File: config.mk
export PLATFORM = sky130hd
export DESIGN_NAME = traffic_light_monitor_flat
export DESIGN_NICKNAME = d
export VERILOG_FILES = /design/src/rtl/traffic_pkg.sv /design/src/rtl/traffic_light_monitor_if.sv /design/src/rtl/tl_code_decoder.sv /design/src/rtl/traffic_light_monitor.sv /design/src/flat_wrapper.sv
export SDC_FILE = /design/constraint.sdc
export NUM_CORES = 1
export LEC_CHECK = 0
export ABC_AREA = 1
export CAP_MARGIN = 20
export CORE_ASPECT_RATIO = 0.9
export CORE_MARGIN = 1.5
export CORE_UTILIZATION = 30
export CTS_BUF_LIST = sky130_fd_sc_hd__clkbuf_8
export DETAILED_ROUTE_END_ITERATION = 8
export PLACE_DENSITY_LB_ADDON = 0.05
export SETUP_SLACK_MARGIN = 0.02
export SYNTH_ARGS = -nofsm -noshare
export SYNTH_HDL_FRONTEND = slang
export SYNTH_HIERARCHICAL = 1
export SYNTH_SLANG_ARGS = --single-unit
File: constraint.sdc
create_clock -name clk -period 2.75 [get_ports clk]
set_input_delay 0.275 -clock clk [delete_from_list [all_inputs] [get_ports clk]]
set_output_delay 0.275 -clock clk [all_outputs]
set_load 0.005 [all_outputs]
File: src/rtl/traffic_pkg.sv
// -----------------------------------------------------------------------------
// traffic_pkg
// Shared definitions for the traffic light monitor: light codes, the decoded
// phase encoding, the fault cause encoding and the monitor state enum.
// -----------------------------------------------------------------------------
package traffic_pkg;

    localparam logic [3:0] CODE_RED = 4'b1000;
    localparam logic [3:0] CODE_YEL = 4'b0100;
    localparam logic [3:0] CODE_GRN = 4'b0010;
    localparam logic [3:0] CODE_RST = 4'b1010;  // controller in reset
    localparam logic [3:0] CODE_OFF = 4'b1111;  // controller disabled

    typedef enum logic [1:0] {
        PH_RED = 2'd0,
        PH_YEL = 2'd1,
        PH_GRN = 2'd2
    } phase_t;

    typedef enum logic [1:0] {
        FC_NONE    = 2'd0,
        FC_ILLEGAL = 2'd1,
        FC_SEQ     = 2'd2,
        FC_DWELL   = 2'd3
    } fault_code_t;

    typedef enum logic [1:0] {
        ST_IDLE  = 2'd0,
        ST_TRACK = 2'd1,
        ST_FAULT = 2'd2
    } mon_state_t;

    // Only permitted successor of each phase: red -> yellow -> green -> red.
    function automatic phase_t next_phase(phase_t p);
        case (p)
            PH_RED:  return PH_YEL;
            PH_YEL:  return PH_GRN;
            default: return PH_RED;
        endcase
    endfunction

endpackage

File: src/rtl/traffic_light_monitor_if.sv
// -----------------------------------------------------------------------------
// traffic_light_monitor_if
// Bundles the monitor controls, the observed light code and the monitor
// status outputs.
//   en, clr, lights        : driven by the master (controller side)
//   phase, phase_valid,
//   fault, fault_code,
//   cycles, dwell          : driven by the slave (the monitor)
// -----------------------------------------------------------------------------
interface traffic_light_monitor_if;
    logic       en;
    logic       clr;
    logic [3:0] lights;
    logic [1:0] phase;
    logic       phase_valid;
    logic       fault;
    logic [1:0] fault_code;
    logic [7:0] cycles;
    logic [7:0] dwell;

    modport master (
        output en, clr, lights,
        input  phase, phase_valid, fault, fault_code, cycles, dwell
    );

    modport slave (
        input  en, clr, lights,
        output phase, phase_valid, fault, fault_code, cycles, dwell
    );
endinterface

File: src/rtl/tl_code_decoder.sv
// -----------------------------------------------------------------------------
// tl_code_decoder
// Combinational map of a 4-bit light code to a phase.
//   code_i    : light code
//   phase_o   : decoded phase (PH_RED when the code is not a phase code)
//   legal_o   : code is one of the three phase codes
//   neutral_o : code is controller-reset or controller-disabled
// -----------------------------------------------------------------------------
module tl_code_decoder
    import traffic_pkg::*;
(
    input  logic [3:0] code_i,
    output phase_t     phase_o,
    output logic       legal_o,
    output logic       neutral_o
);

    always_comb begin
        phase_o   = PH_RED;
        legal_o   = 1'b0;
        neutral_o = 1'b0;
        case (code_i)
            CODE_RED: begin phase_o = PH_RED; legal_o = 1'b1; end
            CODE_YEL: begin phase_o = PH_YEL; legal_o = 1'b1; end
            CODE_GRN: begin phase_o = PH_GRN; legal_o = 1'b1; end
            CODE_RST,
            CODE_OFF: neutral_o = 1'b1;
            default:  ;
        endcase
    end

endmodule

File: src/rtl/traffic_light_monitor.sv
// -----------------------------------------------------------------------------
// traffic_light_monitor
// Watches the light code of a traffic controller, checks phase order and
// phase dwell times, and latches the first fault seen.
//   clk : clock, rising edge
//   res : synchronous active-high reset
//   bus : slave side of traffic_light_monitor_if
//         in : en (freezes everything when low), clr (leave FAULT), lights
//         out: phase, phase_valid, fault, fault_code, cycles, dwell
// -----------------------------------------------------------------------------
module traffic_light_monitor
    import traffic_pkg::*;
#(
    parameter int unsigned T_RED = 10,
    parameter int unsigned T_YEL = 2,
    parameter int unsigned T_GRN = 8,
    parameter int unsigned TOL   = 1
) (
    input logic                      clk,
    input logic                      res,
    traffic_light_monitor_if.slave   bus
);

    function automatic int unsigned dwell_nom(phase_t p);
        case (p)
            PH_RED:  return T_RED;
            PH_YEL:  return T_YEL;
            default: return T_GRN;
        endcase
    endfunction

    function automatic int unsigned dwell_hi(phase_t p);
        return dwell_nom(p) + TOL;
    endfunction

    function automatic int unsigned dwell_lo(phase_t p);
        return (dwell_nom(p) > TOL) ? dwell_nom(p) - TOL : 32'd0;
    endfunction

    logic [3:0]  lights_q;   // registered sample that every check uses
    logic [3:0]  code_q;     // sample processed on the previous enabled edge
    mon_state_t  state_q, state_d;
    phase_t      phase_q, phase_d;
    logic        fault_q, fault_d;
    fault_code_t fcode_q, fcode_d;
    logic [7:0]  cycles_q, cycles_d;
    logic [7:0]  dwell_q, dwell_d;
    logic        first_q, first_d;  // current phase is the first since IDLE

    phase_t      dec_phase;
    logic        dec_legal;
    logic        dec_neutral;
    logic        changed;
    logic [7:0]  dwell_inc;
    fault_code_t new_fault;

    tl_code_decoder u_dec (
        .code_i    (lights_q),
        .phase_o   (dec_phase),
        .legal_o   (dec_legal),
        .neutral_o (dec_neutral)
    );

    always_comb begin
        state_d   = state_q;
        phase_d   = phase_q;
        fault_d   = fault_q;
        fcode_d   = fcode_q;
        cycles_d  = cycles_q;
        first_d   = first_q;
        new_fault = FC_NONE;
        changed   = (lights_q != code_q);
        dwell_inc = changed ? 8'd1 : ((dwell_q == 8'hFF) ? dwell_q : dwell_q + 8'd1);
        dwell_d   = dwell_inc;

        case (state_q)
            ST_IDLE: begin
                if (dec_neutral) begin
                    dwell_d = '0;
                end else if (!dec_legal) begin
                    new_fault = FC_ILLEGAL;
                end else begin
                    state_d = ST_TRACK;
                    phase_d = dec_phase;
                    dwell_d = 8'd1;
                    first_d = 1'b1;
                end
            end
            ST_TRACK: begin
                if (dec_neutral) begin
                    state_d = ST_IDLE;
                    dwell_d = '0;
                end else if (!dec_legal) begin
                    new_fault = FC_ILLEGAL;
                end else if (changed) begin
                    // Departing dwell is dwell_q; the lower bound is waived
                    // for the phase that was entered from IDLE.
                    if (dec_phase != next_phase(phase_q)) begin
                        new_fault = FC_SEQ;
                    end else if ((32'(dwell_q) > dwell_hi(phase_q)) ||
                                 (!first_q && (32'(dwell_q) < dwell_lo(phase_q)))) begin
                        new_fault = FC_DWELL;
                    end else begin
                        phase_d = dec_phase;
                        first_d = 1'b0;
                        if (phase_q == PH_GRN && cycles_q != 8'hFF)
                            cycles_d = cycles_q + 8'd1;
                    end
                end else if (32'(dwell_inc) > dwell_hi(phase_q)) begin
                    new_fault = FC_DWELL;
                end
            end
            ST_FAULT: begin
                if (bus.clr) begin
                    state_d = ST_IDLE;
                    fault_d = 1'b0;
                    fcode_d = FC_NONE;
                end
            end
            default: state_d = ST_IDLE;
        endcase

        if (new_fault != FC_NONE) begin
            state_d = ST_FAULT;
            fault_d = 1'b1;
            fcode_d = new_fault;
        end
    end

    always_ff @(posedge clk) begin
        if (res) begin
            lights_q <= CODE_RST;
            code_q   <= CODE_RST;
            state_q  <= ST_IDLE;
            phase_q  <= PH_RED;
            fault_q  <= 1'b0;
            fcode_q  <= FC_NONE;
            cycles_q <= '0;
            dwell_q  <= '0;
            first_q  <= 1'b0;
        end else if (bus.en) begin
            lights_q <= bus.lights;
            code_q   <= lights_q;
            state_q  <= state_d;
            phase_q  <= phase_d;
            fault_q  <= fault_d;
            fcode_q  <= fcode_d;
            cycles_q <= cycles_d;
            dwell_q  <= dwell_d;
            first_q  <= first_d;
        end
    end

    assign bus.phase       = phase_q;
    assign bus.phase_valid = (state_q == ST_TRACK);
    assign bus.fault       = fault_q;
    assign bus.fault_code  = fcode_q;
    assign bus.cycles      = cycles_q;
    assign bus.dwell       = dwell_q;

endmodule

File: src/flat_wrapper.sv
// flat-port wrapper written by rule: the top's interface ports become plain ports
module traffic_light_monitor_flat import traffic_pkg::*;
#(
    parameter int unsigned T_RED = 10,
    parameter int unsigned T_YEL = 2,
    parameter int unsigned T_GRN = 8,
    parameter int unsigned TOL   = 1
)
  (clk, res, bus_en, bus_clr, bus_lights, bus_phase, bus_phase_valid, bus_fault, bus_fault_code, bus_cycles, bus_dwell);
  traffic_light_monitor_if bus_i ();
  input logic clk;
  input logic res;
  input wire logic [$bits(bus_i.en)-1:0] bus_en;
  input wire logic [$bits(bus_i.clr)-1:0] bus_clr;
  input wire logic [$bits(bus_i.lights)-1:0] bus_lights;
  output wire logic [$bits(bus_i.phase)-1:0] bus_phase;
  output wire logic [$bits(bus_i.phase_valid)-1:0] bus_phase_valid;
  output wire logic [$bits(bus_i.fault)-1:0] bus_fault;
  output wire logic [$bits(bus_i.fault_code)-1:0] bus_fault_code;
  output wire logic [$bits(bus_i.cycles)-1:0] bus_cycles;
  output wire logic [$bits(bus_i.dwell)-1:0] bus_dwell;
  assign bus_i.en = bus_en;
  assign bus_i.clr = bus_clr;
  assign bus_i.lights = bus_lights;
  assign bus_phase = bus_i.phase;
  assign bus_phase_valid = bus_i.phase_valid;
  assign bus_fault = bus_i.fault;
  assign bus_fault_code = bus_i.fault_code;
  assign bus_cycles = bus_i.cycles;
  assign bus_dwell = bus_i.dwell;
  traffic_light_monitor #(.T_RED(T_RED), .T_YEL(T_YEL), .T_GRN(T_GRN), .TOL(TOL)) u_core (.clk(clk), .res(res), .bus(bus_i));
endmodule
==> flow_metrics.tcl <==
set metrics [dict create \
    finalHoldViolCount 0 \
    drt-initial-drc-count 120 \
    die_w_um 92.3 \
    startpoint "u_core/bus.dwell[0]" \
    vias_per_cell 4.71 \
    period_share_pct 86.5 \
    p_total_mw 1.27 \
    worstSetupPathType "reg2reg" \
    period_minus_slack_ns 2.38 \
    overflow 0 \
    outcome "finished clean" \
    grt_pass1_vias 2073 \
    synth-seq-cells 32 \
    fin_hold_ws_ns 0.467 \
    synth_seq_area_share_pct 29.7 \
    skew_ns 0.00569 \
    design.die.area_mm2 0.00770 \
    max_slew_margin_pct 73.8 \
    dpl.hpwl_um 4160 \
    postRouteAntennaNets 0 \
    ioPinCount 30 \
    synth_area_mm2 0.00215 \
    p_clk_share_pct 27.6 \
    r2r-end "u_core/bus.fault_code[1]" \
    ff2ff_setup_slack_ns 0.37 \
    grt_antenna_before_repair 0 \
    grt_pass1_wl_um 9800 \
    synthSimpleGateAreaFrac_pct 37.5 \
    grt_util_all_layers_pct 15.8 \
    grt_max_degree 21 \
    final_nets 381 \
    required_ns 2.93 \
    muxShareOfSynthArea_pct 0 \
    crit_end "u_core/bus.fault_code[1]" \
    htree_num_levels 2 \
    drc 0 \
    finalSetupViolations 0 \
    clock_path_buffers 2 \
    crit_path_end_kind "flop" \
    synth_top_family_by_area "simple AND/OR/NAND/NOR gates" \
    ff2ff_path_depth 19 \
    worstHoldPathType "reg2reg" \
    cts_tree "built" \
    switching_power_uw 445 \
    rows 29 \
    synth_warnings 6 \
    area_delta_synth_final_pct 22.6 \
    power_frac_comb_pct 30.1 \
    startpoint_type "flop" \
    syn_avg_cell_area_um2 6.51 \
    p_seq_share_pct 42.3 \
    synth_compound_gate_area_share_pct 15.7 \
    cts_num_sinks 32 \
    irDropWorstVdd_v 0.000181 \
    drt_first_pass_iters 4 \
    drive_gt1_share_pct 11.5 \
    cap_violations 0 \
    synth_cell_types 38 \
    rr_startpoint "u_core/bus.dwell[0]" \
    dp.cells 451 \
    path_clk_slew_ns 0.07 \
    synthXorXnorAreaFrac_pct 2.03 \
    place_congestion 0.796 \
    postSynthCellCount 331 \
    power_leakage_nw 1.18 \
    finalNonFillerCells 458 \
    initial_core_util_pct 30.8 \
    rsz0062_at_grt "false" \
    clk_latency_ns 0.29 \
    p_sw_share_pct 35.0 \
    final_max_slew_viol_count 0 \
    syn_nets 347 \
    worstPathArrival_ns 2.56 \
    finalSetupTns_ns 0 \
    power_density_mw_per_mm2 481 \
    core_mm2 0.00700 \
    clock.fmax_mhz 420 \
    ctsHoldBuffers 0 \
    tightest_slew_ns 0.393 \
    wl_per_cell_um 12.1 \
    vias 2156 \
    final_util_pct 37.7 \
    numCtsBuffers 5 \
    io_buffers 29 \
    synthAdderAreaFrac_pct 4.65 \
    antenna_cells 0 \
    die_h_um 83.4 \
    drt-total-wl_um 5540 \
    internal_power_uw 825 \
    cts_root_buffer "clkbuf_8" \
    crit_fanout 7 \
]
## through the flow
step | area (µm²) | setup slack, ns
2_1_floorplan | 2150 | 0.562
3_3_place_gp | 2560 | 0.257
3_5_place_dp | 2560 | 0.271
4_1_cts | 2640 | 0.250
5_1_grt | 2640 | 0.0399
6_report | 2640 | 0.370
## cell usage after synthesis (all sizes together)
cell type | number | area, µm²
a221oi | 2 | 17.5
o31ai | 1 | 7.51
nor4 | 2 | 12.5
nor3 | 5 | 30.0
clkbuf | 6 | 32.5
buf | 1 | 7.51
o21ai | 17 | 85.1
inv | 48 | 183
dfxtp | 32 | 641
or3 | 1 | 6.26
nand2 | 89 | 374
or2 | 1 | 6.26
nand3 | 25 | 135
a21oi | 34 | 174
o22ai | 1 | 6.26
xor2 | 5 | 43.8
ha | 8 | 100
a31oi | 1 | 6.26
nor2 | 39 | 193
a21o | 1 | 7.51
nand4 | 7 | 43.8
a311oi | 1 | 8.76
a21boi | 2 | 18.8
nand3b | 1 | 7.51
o21bai | 1 | 7.51
## placed cells by master (no fill, tap or decap), types with 4 or more instances in the layout
| master | count |
|---|---|
| o21ai_1 | 5 |
| nand2_2 | 10 |
| nand4_1 | 7 |
| xor2_1 | 5 |
| nor3_1 | 4 |
| buf_4 | 5 |
| nand3_1 | 23 |
| nand2_1 | 77 |
| clkdlybuf4s50_1 | 29 |
| clkbuf_8 | 5 |
| inv_1 | 46 |
| a21oi_1 | 33 |
| dfxtp_1 | 29 |
| o21ai_0 | 12 |
| ha_1 | 7 |
| nor2_1 | 32 |
## cell type report
type                    instances  area, µm²
repair buffers                 34        328
flip-flops and latches         32        644
fillers                       789       4360
inverters                      48        183
multi-input cells             244       1290
clock buffers                   5       68.8
clock inverters                 2       8.76
well taps                      93        116
## power by group through the flow
stage | combinational [mW] | clock, mW | sequential, mW
3_5_place_dp | 0.384 | 0 | 0.548
5_1_grt | 0.440 | 0.388 | 0.545
2_1_floorplan | 0.269 | 0 | 0.540
6_report | 0.383 | 0.350 | 0.538
3_3_place_gp | 0.388 | 0 | 0.547
4_1_cts | 0.385 | 0.371 | 0.538
## sequential cells by signal, indices dropped and copies added, names as in the netlist
signal and flops:
u_core/bus.cycles 8, u_core/bus.fault 1, u_core/bus.phase 2, u_core/code_q 4
u_core/lights_q 4, u_core/state_q 2, u_core/bus.dwell 8, u_core/bus.fault_code 2
u_core/first_q 1
## per-layer routing
metal  vias to the layer above  GRT usage (%)  part of all wire, %
met5                         -              0                    0
met4                         0           4.76                 0.83
met3                         4           2.75                  3.4
met2                        31           24.3                   45
met1                       982           22.4                   51
li1                       1139              -                    -
## how the worst min path moves through the flow
stage	from	end	slack [ns]	depth (start not counted)
2_1_floorplan	bus_lights[1]	u_core/lights_q[1]	0.40	2
3_3_place_gp	u_core/first_q	u_core/first_q	0.46	2
3_5_place_dp	u_core/first_q	u_core/first_q	0.46	2
4_1_cts	u_core/first_q	u_core/first_q	0.47	2
5_1_grt	u_core/first_q	u_core/first_q	0.49	2
6_report	u_core/first_q	u_core/first_q	0.47	2
## critical path: stages (launching register included)
cell and delay [ns]:
dfxtp_2 0.40, ha_2 0.23, nand2_2 0.08, nor2_4 0.16
nand2_4 0.10, a21oi_1 0.21, ha_1 0.18, inv_1 0.04
nor2_1 0.10, nand2_1 0.06, nand2_1 0.05, nand3_1 0.06
nand2_1 0.09, nand2_1 0.09, nand2_2 0.10, nand3_2 0.07
nand2_2 0.08, nand2_2 0.06, nor2_1 0.08, nor2_1 0.05
## cells by family after synthesis
family	after synthesis
AND/OR/NAND/NOR	170
AO/OA/AOI/OAI	61
adder cells (fa/ha/maj)	8
buffers and inverters	55
XOR/XNOR	5
flip-flops	32
## timing repair
item,in CTS,in global routing
resized for setup,0,4
setup endpoints to repair,0,4
buffers inserted,0,0
Power figures use the tool's default switching activity.
